<file path="src/rtl/div8u4_seq_pkg.sv">
// Shared definitions for the div8u4_seq divider.
// Contents: default widths, the FSM state encoding and a step-counter width helper.
package div8u4_seq_pkg;

    localparam int DIV_N  = 4;            // divisor / quotient / remainder width
    localparam int DIV_W2 = 2 * DIV_N;    // dividend width
    localparam int DIV_CW = $clog2(DIV_N + 1);

    typedef enum logic [1:0] {
        S_IDLE  = 2'd0,
        S_CALC  = 2'd1,
        S_CHECK = 2'd2,
        S_DONE  = 2'd3
    } state_t;

    // Step counter width for an n-step divide.
    function automatic int cnt_w(input int n);
        return $clog2(n + 1);
    endfunction

endpackage

</file>
<file path="src/rtl/div8u4_seq_if.sv">
// Request/result bundle of the divider.
//   master: drives start_i, dividend_i, divisor_i; observes results.
//   slave : the divider; drives busy_o, done_o, quotient_o, remainder_o,
//           dbz_o, ovf_o, chk_err_o.
interface div8u4_seq_if
    import div8u4_seq_pkg::*;
#(
    parameter int N = DIV_N
);
    logic             start_i;
    logic [2*N-1:0]   dividend_i;
    logic [N-1:0]     divisor_i;
    logic             busy_o;
    logic             done_o;
    logic [N-1:0]     quotient_o;
    logic [N-1:0]     remainder_o;
    logic             dbz_o;
    logic             ovf_o;
    logic             chk_err_o;

    modport master (
        output start_i, dividend_i, divisor_i,
        input  busy_o, done_o, quotient_o, remainder_o, dbz_o, ovf_o, chk_err_o
    );

    modport slave (
        input  start_i, dividend_i, divisor_i,
        output busy_o, done_o, quotient_o, remainder_o, dbz_o, ovf_o, chk_err_o
    );
endinterface

</file>
<file path="src/rtl/div8u4_seq_mult.sv">
// mult_nxn_u: combinational NxN unsigned multiplier, full 2N-bit product.
//   a_i, b_i : N-bit unsigned factors
//   p_o      : 2N-bit product
module mult_nxn_u
    import div8u4_seq_pkg::*;
#(
    parameter int N = DIV_N
) (
    input  logic [N-1:0]   a_i,
    input  logic [N-1:0]   b_i,
    output logic [2*N-1:0] p_o
);
    assign p_o = (2*N)'(a_i) * (2*N)'(b_i);
endmodule

</file>
<file path="src/rtl/div8u4_seq.sv">
// div8u4_seq: sequential unsigned 2N/N restoring divider with residue self-check.
//   clk, rst_n : rising-edge clock, asynchronous active-low reset
//   bus        : slave side of div8u4_seq_if (start/operands in, results/flags out)
// One quotient bit per CALC cycle, MSB first; an optional CHECK cycle recomputes
// q*d+r and flags a mismatch. Results and flags are published as done_o rises.
module div8u4_seq
    import div8u4_seq_pkg::*;
#(
    parameter int N        = DIV_N,
    parameter bit CHECK_EN = 1'b1
) (
    input  logic         clk,
    input  logic         rst_n,
    div8u4_seq_if.slave  bus
);
    localparam int CW = cnt_w(N);

    state_t          state_q;
    logic [2*N-1:0]  dvd_q;     // full dividend kept for the self-check
    logic [N-1:0]    d_q;
    logic [N-1:0]    lo_q;      // low dividend half, shifted out MSB first
    logic [N:0]      r_q;       // partial remainder
    logic [N-1:0]    q_q;
    logic [CW-1:0]   cnt_q;
    logic            dbz_q, ovf_q, chk_q;

    logic [N:0]      sh, diff, r_step;
    logic            q_bit;
    logic [2*N-1:0]  prod;
    logic [2*N:0]    sum;
    logic            chk_mis;

    // Shift in the next dividend bit, then restore-or-subtract.
    assign sh     = {r_q[N-1:0], lo_q[N-1]};
    assign diff   = sh - {1'b0, d_q};
    assign q_bit  = (sh >= {1'b0, d_q});
    assign r_step = q_bit ? diff : sh;

    mult_nxn_u #(.N(N)) u_mult (
        .a_i (q_q),
        .b_i (d_q),
        .p_o (prod)
    );

    // One spare bit so the residue sum can never wrap.
    assign sum     = {1'b0, prod} + (2*N+1)'(r_q);
    assign chk_mis = (sum != {1'b0, dvd_q});

    always_ff @(posedge clk or negedge rst_n) begin
        if (!rst_n) begin
            state_q         <= S_IDLE;
            dvd_q           <= '0;
            d_q             <= '0;
            lo_q            <= '0;
            r_q             <= '0;
            q_q             <= '0;
            cnt_q           <= '0;
            dbz_q           <= 1'b0;
            ovf_q           <= 1'b0;
            chk_q           <= 1'b0;
            bus.busy_o      <= 1'b0;
            bus.done_o      <= 1'b0;
            bus.quotient_o  <= '0;
            bus.remainder_o <= '0;
            bus.dbz_o       <= 1'b0;
            bus.ovf_o       <= 1'b0;
            bus.chk_err_o   <= 1'b0;
        end else begin
            bus.done_o <= 1'b0;
            case (state_q)
                S_IDLE: begin
                    if (bus.start_i) begin
                        dvd_q         <= bus.dividend_i;
                        d_q           <= bus.divisor_i;
                        lo_q          <= bus.dividend_i[N-1:0];
                        cnt_q         <= '0;
                        chk_q         <= 1'b0;
                        bus.dbz_o     <= 1'b0;
                        bus.ovf_o     <= 1'b0;
                        bus.chk_err_o <= 1'b0;
                        if (bus.divisor_i == '0) begin
                            dbz_q   <= 1'b1;
                            ovf_q   <= 1'b0;
                            q_q     <= '1;
                            r_q     <= {1'b0, bus.dividend_i[N-1:0]};
                            state_q <= S_DONE;
                        end else if (bus.dividend_i[2*N-1:N] >= bus.divisor_i) begin
                            // Quotient would not fit in N bits.
                            dbz_q   <= 1'b0;
                            ovf_q   <= 1'b1;
                            q_q     <= '1;
                            r_q     <= '0;
                            state_q <= S_DONE;
                        end else begin
                            dbz_q      <= 1'b0;
                            ovf_q      <= 1'b0;
                            q_q        <= '0;
                            r_q        <= {1'b0, bus.dividend_i[2*N-1:N]};
                            bus.busy_o <= 1'b1;
                            state_q    <= S_CALC;
                        end
                    end
                end
                S_CALC: begin
                    r_q   <= r_step;
                    q_q   <= {q_q[N-2:0], q_bit};
                    lo_q  <= {lo_q[N-2:0], 1'b0};
                    cnt_q <= cnt_q + 1'b1;
                    if (cnt_q == CW'(N - 1)) begin
                        if (CHECK_EN) begin
                            state_q <= S_CHECK;
                        end else begin
                            bus.busy_o <= 1'b0;
                            state_q    <= S_DONE;
                        end
                    end
                end
                S_CHECK: begin
                    chk_q      <= chk_mis;
                    bus.busy_o <= 1'b0;
                    state_q    <= S_DONE;
                end
                S_DONE: begin
                    bus.done_o      <= 1'b1;
                    bus.quotient_o  <= q_q;
                    bus.remainder_o <= r_q[N-1:0];
                    bus.dbz_o       <= dbz_q;
                    bus.ovf_o       <= ovf_q;
                    bus.chk_err_o   <= chk_q;
                    state_q         <= S_IDLE;
                end
                default: state_q <= S_IDLE;
            endcase
        end
    end
endmodule

</file>
<file path="src/flat_wrapper.sv">
// flat-port wrapper written by rule: the top's interface ports become plain ports
module div8u4_seq_flat import div8u4_seq_pkg::*;
#(
    parameter int N        = DIV_N,
    parameter bit CHECK_EN = 1'b1
)
  (clk, rst_n, bus_start_i, bus_dividend_i, bus_divisor_i, bus_busy_o, bus_done_o, bus_quotient_o, bus_remainder_o, bus_dbz_o, bus_ovf_o, bus_chk_err_o);
  div8u4_seq_if #(.N(N)) bus_i ();
  input  logic clk;
  input  logic rst_n;
  input wire logic [$bits(bus_i.start_i)-1:0] bus_start_i;
  input wire logic [$bits(bus_i.dividend_i)-1:0] bus_dividend_i;
  input wire logic [$bits(bus_i.divisor_i)-1:0] bus_divisor_i;
  output wire logic [$bits(bus_i.busy_o)-1:0] bus_busy_o;
  output wire logic [$bits(bus_i.done_o)-1:0] bus_done_o;
  output wire logic [$bits(bus_i.quotient_o)-1:0] bus_quotient_o;
  output wire logic [$bits(bus_i.remainder_o)-1:0] bus_remainder_o;
  output wire logic [$bits(bus_i.dbz_o)-1:0] bus_dbz_o;
  output wire logic [$bits(bus_i.ovf_o)-1:0] bus_ovf_o;
  output wire logic [$bits(bus_i.chk_err_o)-1:0] bus_chk_err_o;
  assign bus_i.start_i = bus_start_i;
  assign bus_i.dividend_i = bus_dividend_i;
  assign bus_i.divisor_i = bus_divisor_i;
  assign bus_busy_o = bus_i.busy_o;
  assign bus_done_o = bus_i.done_o;
  assign bus_quotient_o = bus_i.quotient_o;
  assign bus_remainder_o = bus_i.remainder_o;
  assign bus_dbz_o = bus_i.dbz_o;
  assign bus_ovf_o = bus_i.ovf_o;
  assign bus_chk_err_o = bus_i.chk_err_o;
  div8u4_seq #(.N(N), .CHECK_EN(CHECK_EN)) u_core (.clk(clk), .rst_n(rst_n), .bus(bus_i));
endmodule
</file>
<file path="config.mk">
export PLATFORM = sky130hd
export DESIGN_NAME = div8u4_seq_flat
export DESIGN_NICKNAME = d
export VERILOG_FILES = /design/src/rtl/div8u4_seq_pkg.sv /design/src/rtl/div8u4_seq_if.sv /design/src/rtl/div8u4_seq_mult.sv /design/src/rtl/div8u4_seq.sv /design/src/flat_wrapper.sv
export SDC_FILE = /design/constraint.sdc
export NUM_CORES = 1
export LEC_CHECK = 0
export CAP_MARGIN = 20
export CORE_MARGIN = 5
export CORE_UTILIZATION = 33
export DETAILED_ROUTE_END_ITERATION = 8
export MAX_ROUTING_LAYER = met4
export PLACE_DENSITY = 0.57
export SYNTH_ARGS = -nofsm -noshare
export SYNTH_HDL_FRONTEND = slang
export SYNTH_SLANG_ARGS = --single-unit
</file>
<file path="constraint.sdc">
create_clock -name clk -period 10 [get_ports clk]
set_input_delay 1.5 -clock clk [delete_from_list [all_inputs] [get_ports clk]]
set_output_delay 1.5 -clock clk [all_outputs]
set_load 0.01 [all_outputs]
</file>
==> results by group <==
Worst setup path
  – CP max stage delay: about 0.57 ns
  – Critical path fanouts, max: 7
  – R2R Path End: u_core.chk_q$_DFFE_PN0P_
  – Register-to-register path setup slack: 6.05 ns
  – Critical Path AT: 4.15 ns
  – Worst r2r src: u_core.d_q[1]$_DFFE_PN0P_
  – Worst r2r path cells: 12
  – CP Capture Type: flip-flop
  – Most frequent CP cell: fa_1
  – CP Class: reg2reg
  – Crit start category: flip-flop
  – Worst EP required: between 10 and 15 ns
  – Critical-path top delay cell: dfrtp_1
  – Crit-path cells: nand2_1 > fa_1 > fa_1 > inv_1 > fa_1 > ha_1 > nor2_1 > o31ai_1 > xnor2_1 > nor4_1 > nand4b_1 > a22o_1

Floorplanning
  – Chip Height: 107 microns
  – Die Width: 107 microns
  – Ports: 28
  – Core area: 9200 sq um
  – Total die area: roughly 11000 sq um
  – Row count: 35
  – Initial Util: between 30 and 40%

Clock network
  – Worst-path clk slew: roughly 0.090 ns
  – Max Root-Sink Buffers: 2
  – Hold_buf cts: 0
  – # resized after CTS: 0
  – CTS tree: done
  – Postcts setup bufs: 0
  – Root buffer cell: clkbuf_8
  – Clk Latency, worst-skew pair: 0.30 ns
  – Num CTS Buffers: 5
  – CTS Sinks: between 40 and 50
  – H-tree Lvls: 2

STA
  – Period utilization: 39.5%
  – Final min period: around 4.0 ns
  – Worst Skew: 0.00976 ns
  – Setup TNS: 0 ns
  – Worst slew pin tran: 0.738 ns
  – Setup violators final: 0
  – RSZ-0062 raised after global routing: false
  – Worst slew margin relative to its limit: about half
  – Hold violation count in the final report: 0
  – FMAX: between 200 and 300 MHz
  – Max Slew Vio Count: 0

Yosys
  – Complex-gate fraction of the synthesized area: between 10% and 20%
  – Syn Inst Count: 310
  – Mapped Nets: 366
  – Post-synthesis mux area share: under 10%
  – Top_reg_cell synth: dfrtp_1
  – EDFF count, synth: 0
  – FF+latch count, synth: 46
  – Xor and xnor area share after synthesis: roughly 4.2%
  – Synth Area in Adders: between 10% and 20%
  – Synthesized area per cell: 10.0 sq um
  – Largest family of logic cells by synthesized area: adder cells
  – Synth top area share: a little under two fifths
  – Synth Cell Area: slightly above 3000 sq um
  – Distinct cells, synth: between 40 and 50
  – Area contributors post-synth: dfrtp_1 37%, ha_1 13%, mux2_2 6.5%
  – Yosys top cell by area: dfrtp_1
  – Sequential element share of the synthesized area: about 37%
  – Simple-gate share of the synthesized area: 11.9%
  – Async SR Flop Fraction: 100%
  – Yosys warnings: 0

Routing
  – Via Count: between 2000 and 2500
  – Iter 0 DRT Violations: between 70 and 80
  – DRT antenna net count: 0
  – Routed WL: about 7 mm
  – Via-to-Cell Ratio: 5.11
  – DRT Pass-1 Iters: 5
  – Routed length per instance: 15.4 microns
  – # DRC: 0

Min path
  – Hold path startpoint: u_core.bus.remainder_o[2]$_DFFE_PN0P_
  – Worst Hold End: u_core.bus.remainder_o[2]$_DFFE_PN0P_
  – Hold Path Stages: 1
  – Hold Path Class: reg2reg

Cells and area
  – Fillers: 931
  – Final nets: approximately 390
  – Area growth, synth to finish: 15.0%
  – Fraction of final layout cells sized beyond drive strength 1: around 9.9%
  – ANT cells: 0

Job
  – Max-cap viol count: 0

Placement
  – Final GP Congestion: between 0.7 and 0.8
  – HPWL after DPL: 5.18 mm
  – PortBufs: 27

Run status
  – Run status: finished, final reports clean

GRT
  – GRT overflow: 0
  – Pin count of the biggest net entering global routing: 47
  – First-pass GRT wire length: 11.5 mm
  – Number of global-route vias before repair: approximately 2300
  – Initial antenna violation count: 0
  – Total global-route track usage: about an eighth
==> metrics by stage <==
stage               area (sq um)  hold WS (ns)  std cells  setup slack (ns)  utilization [%]
finish                      3570         0.515        446              6.05             38.8
global route                3570         0.542        446              5.78             38.8
CTS                         3540         0.515        444              6.04             38.5
detailed placement          3460         0.495        437              5.80             37.7
global placement            3460         0.487        437              5.84             37.7
floorplan                   3100         0.465        310              6.56                -
==> cells in the mapped netlist, types with 3 or more instances <==
cell and number:
a21o_1 3, a21oi_1 18, a32oi_1 4, and2_1 9
clkbuf_1 8, dfrtp_1 46, fa_1 9, ha_1 32
inv_1 25, mux2_2 18, mux2i_1 7, nand2_1 26
nand2b_1 4, nor2_1 21, nor3_1 4, o21ai_0 21
xnor2_1 12, xor2_1 3
==> critical path: cells and delay by family, from the launching register on <==
kind            cells  cell delay, ns
buf+inv             1            0.05
simple gates        4            0.74
xor+xnor            1            0.12
flops               1            0.57
compound gates      2            0.56
fa+ha+maj           4            1.81
==> layout make-up <==
type / count / area, sq um / area share (%)
Multi-Input combinational cell: 228 / 1810 / 50.8
Sequential cell: 46 / 1150 / 32.2
Timing Repair Buffer: 29 / 293 / 8.20
Tap cell: 111 / 139 / 3.89
Inverter: 25 / 93.8 / 2.63
Clock buffer: 5 / 68.8 / 1.93
Clock inverter: 2 / 10.0 / 0.280
==> sequential cells by signal, indices dropped and copies added, names as in the netlist <==
signal                  cells
u_core.dvd_q                8
u_core.r_q                  5
u_core.bus.quotient_o       4
u_core.bus.remainder_o      4
u_core.d_q                  4
u_core.lo_q                 4
u_core.q_q                  4
u_core.cnt_q                3
u_core.state_q              2
u_core.bus.busy_o           1
u_core.bus.chk_err_o        1
u_core.bus.dbz_o            1
u_core.bus.done_o           1
u_core.bus.ovf_o            1
u_core.chk_q                1
u_core.dbz_q                1
u_core.ovf_q                1
==> cells in the final DEF (no fill, tap or decap), types with 2 or more instances in the layout <==
| master | instances |
|---|---|
| nand2b_1 | 4 |
| dfrtp_1 | 46 |
| o21a_1 | 2 |
| nor3_1 | 4 |
| nor2_1 | 21 |
| clkbuf_8 | 5 |
| o31ai_1 | 2 |
| clkinv_2 | 2 |
| clkdlybuf4s50_1 | 26 |
| fa_1 | 9 |
| xor2_1 | 3 |
| xnor2_1 | 12 |
| ha_1 | 32 |
| a22o_1 | 2 |
| o41ai_1 | 2 |
| mux2i_1 | 7 |
| nor2b_1 | 2 |
| a32oi_1 | 4 |
| a21oi_1 | 18 |
| o21ai_0 | 21 |
| inv_1 | 25 |
| nand4_1 | 2 |
| and2_1 | 9 |
| a31oi_1 | 2 |
| a21o_1 | 3 |
| nand2_1 | 26 |
| or3_1 | 2 |
| nor4_1 | 2 |
| mux2_2 | 18 |
==> cell families (layout without fill, tap and decap cells) <==
family / count (synthesis) / in the layout
and+or+nand+nor: 77 / 77
buffers and inverters: 36 / 61
AOI/OAI and AO/OA: 70 / 70
xor gates and xnor gates: 15 / 15
DFF: 46 / 46
muxes: 25 / 25
adders and majority gates: 41 / 41
==> how the worst max path moves through the flow <==
stage,from,end,cells past startpoint
2_1_floorplan,u_core.q_q[0]$_DFFE_PN0P_,u_core.chk_q$_DFFE_PN0P_,12
3_3_place_gp,bus_start_i,u_core.r_q[0]$_DFFE_PN0P_,5
3_5_place_dp,bus_start_i,u_core.r_q[0]$_DFFE_PN0P_,5
4_1_cts,u_core.d_q[1]$_DFFE_PN0P_,u_core.chk_q$_DFFE_PN0P_,12
5_1_grt,u_core.d_q[1]$_DFFE_PN0P_,u_core.chk_q$_DFFE_PN0P_,12
6_report,u_core.d_q[1]$_DFFE_PN0P_,u_core.chk_q$_DFFE_PN0P_,12
==> per-layer routing <==
metal  track usage (%)  share of wire [%]
met5                 -                  0
met4              3.29                1.0
met3              1.93                2.5
met2              21.9                 50
met1              16.6                 47
Power is left out: the tool's default activity adds up to more than one toggle a clock period on the data nets, which glitch-free logic cannot reach.
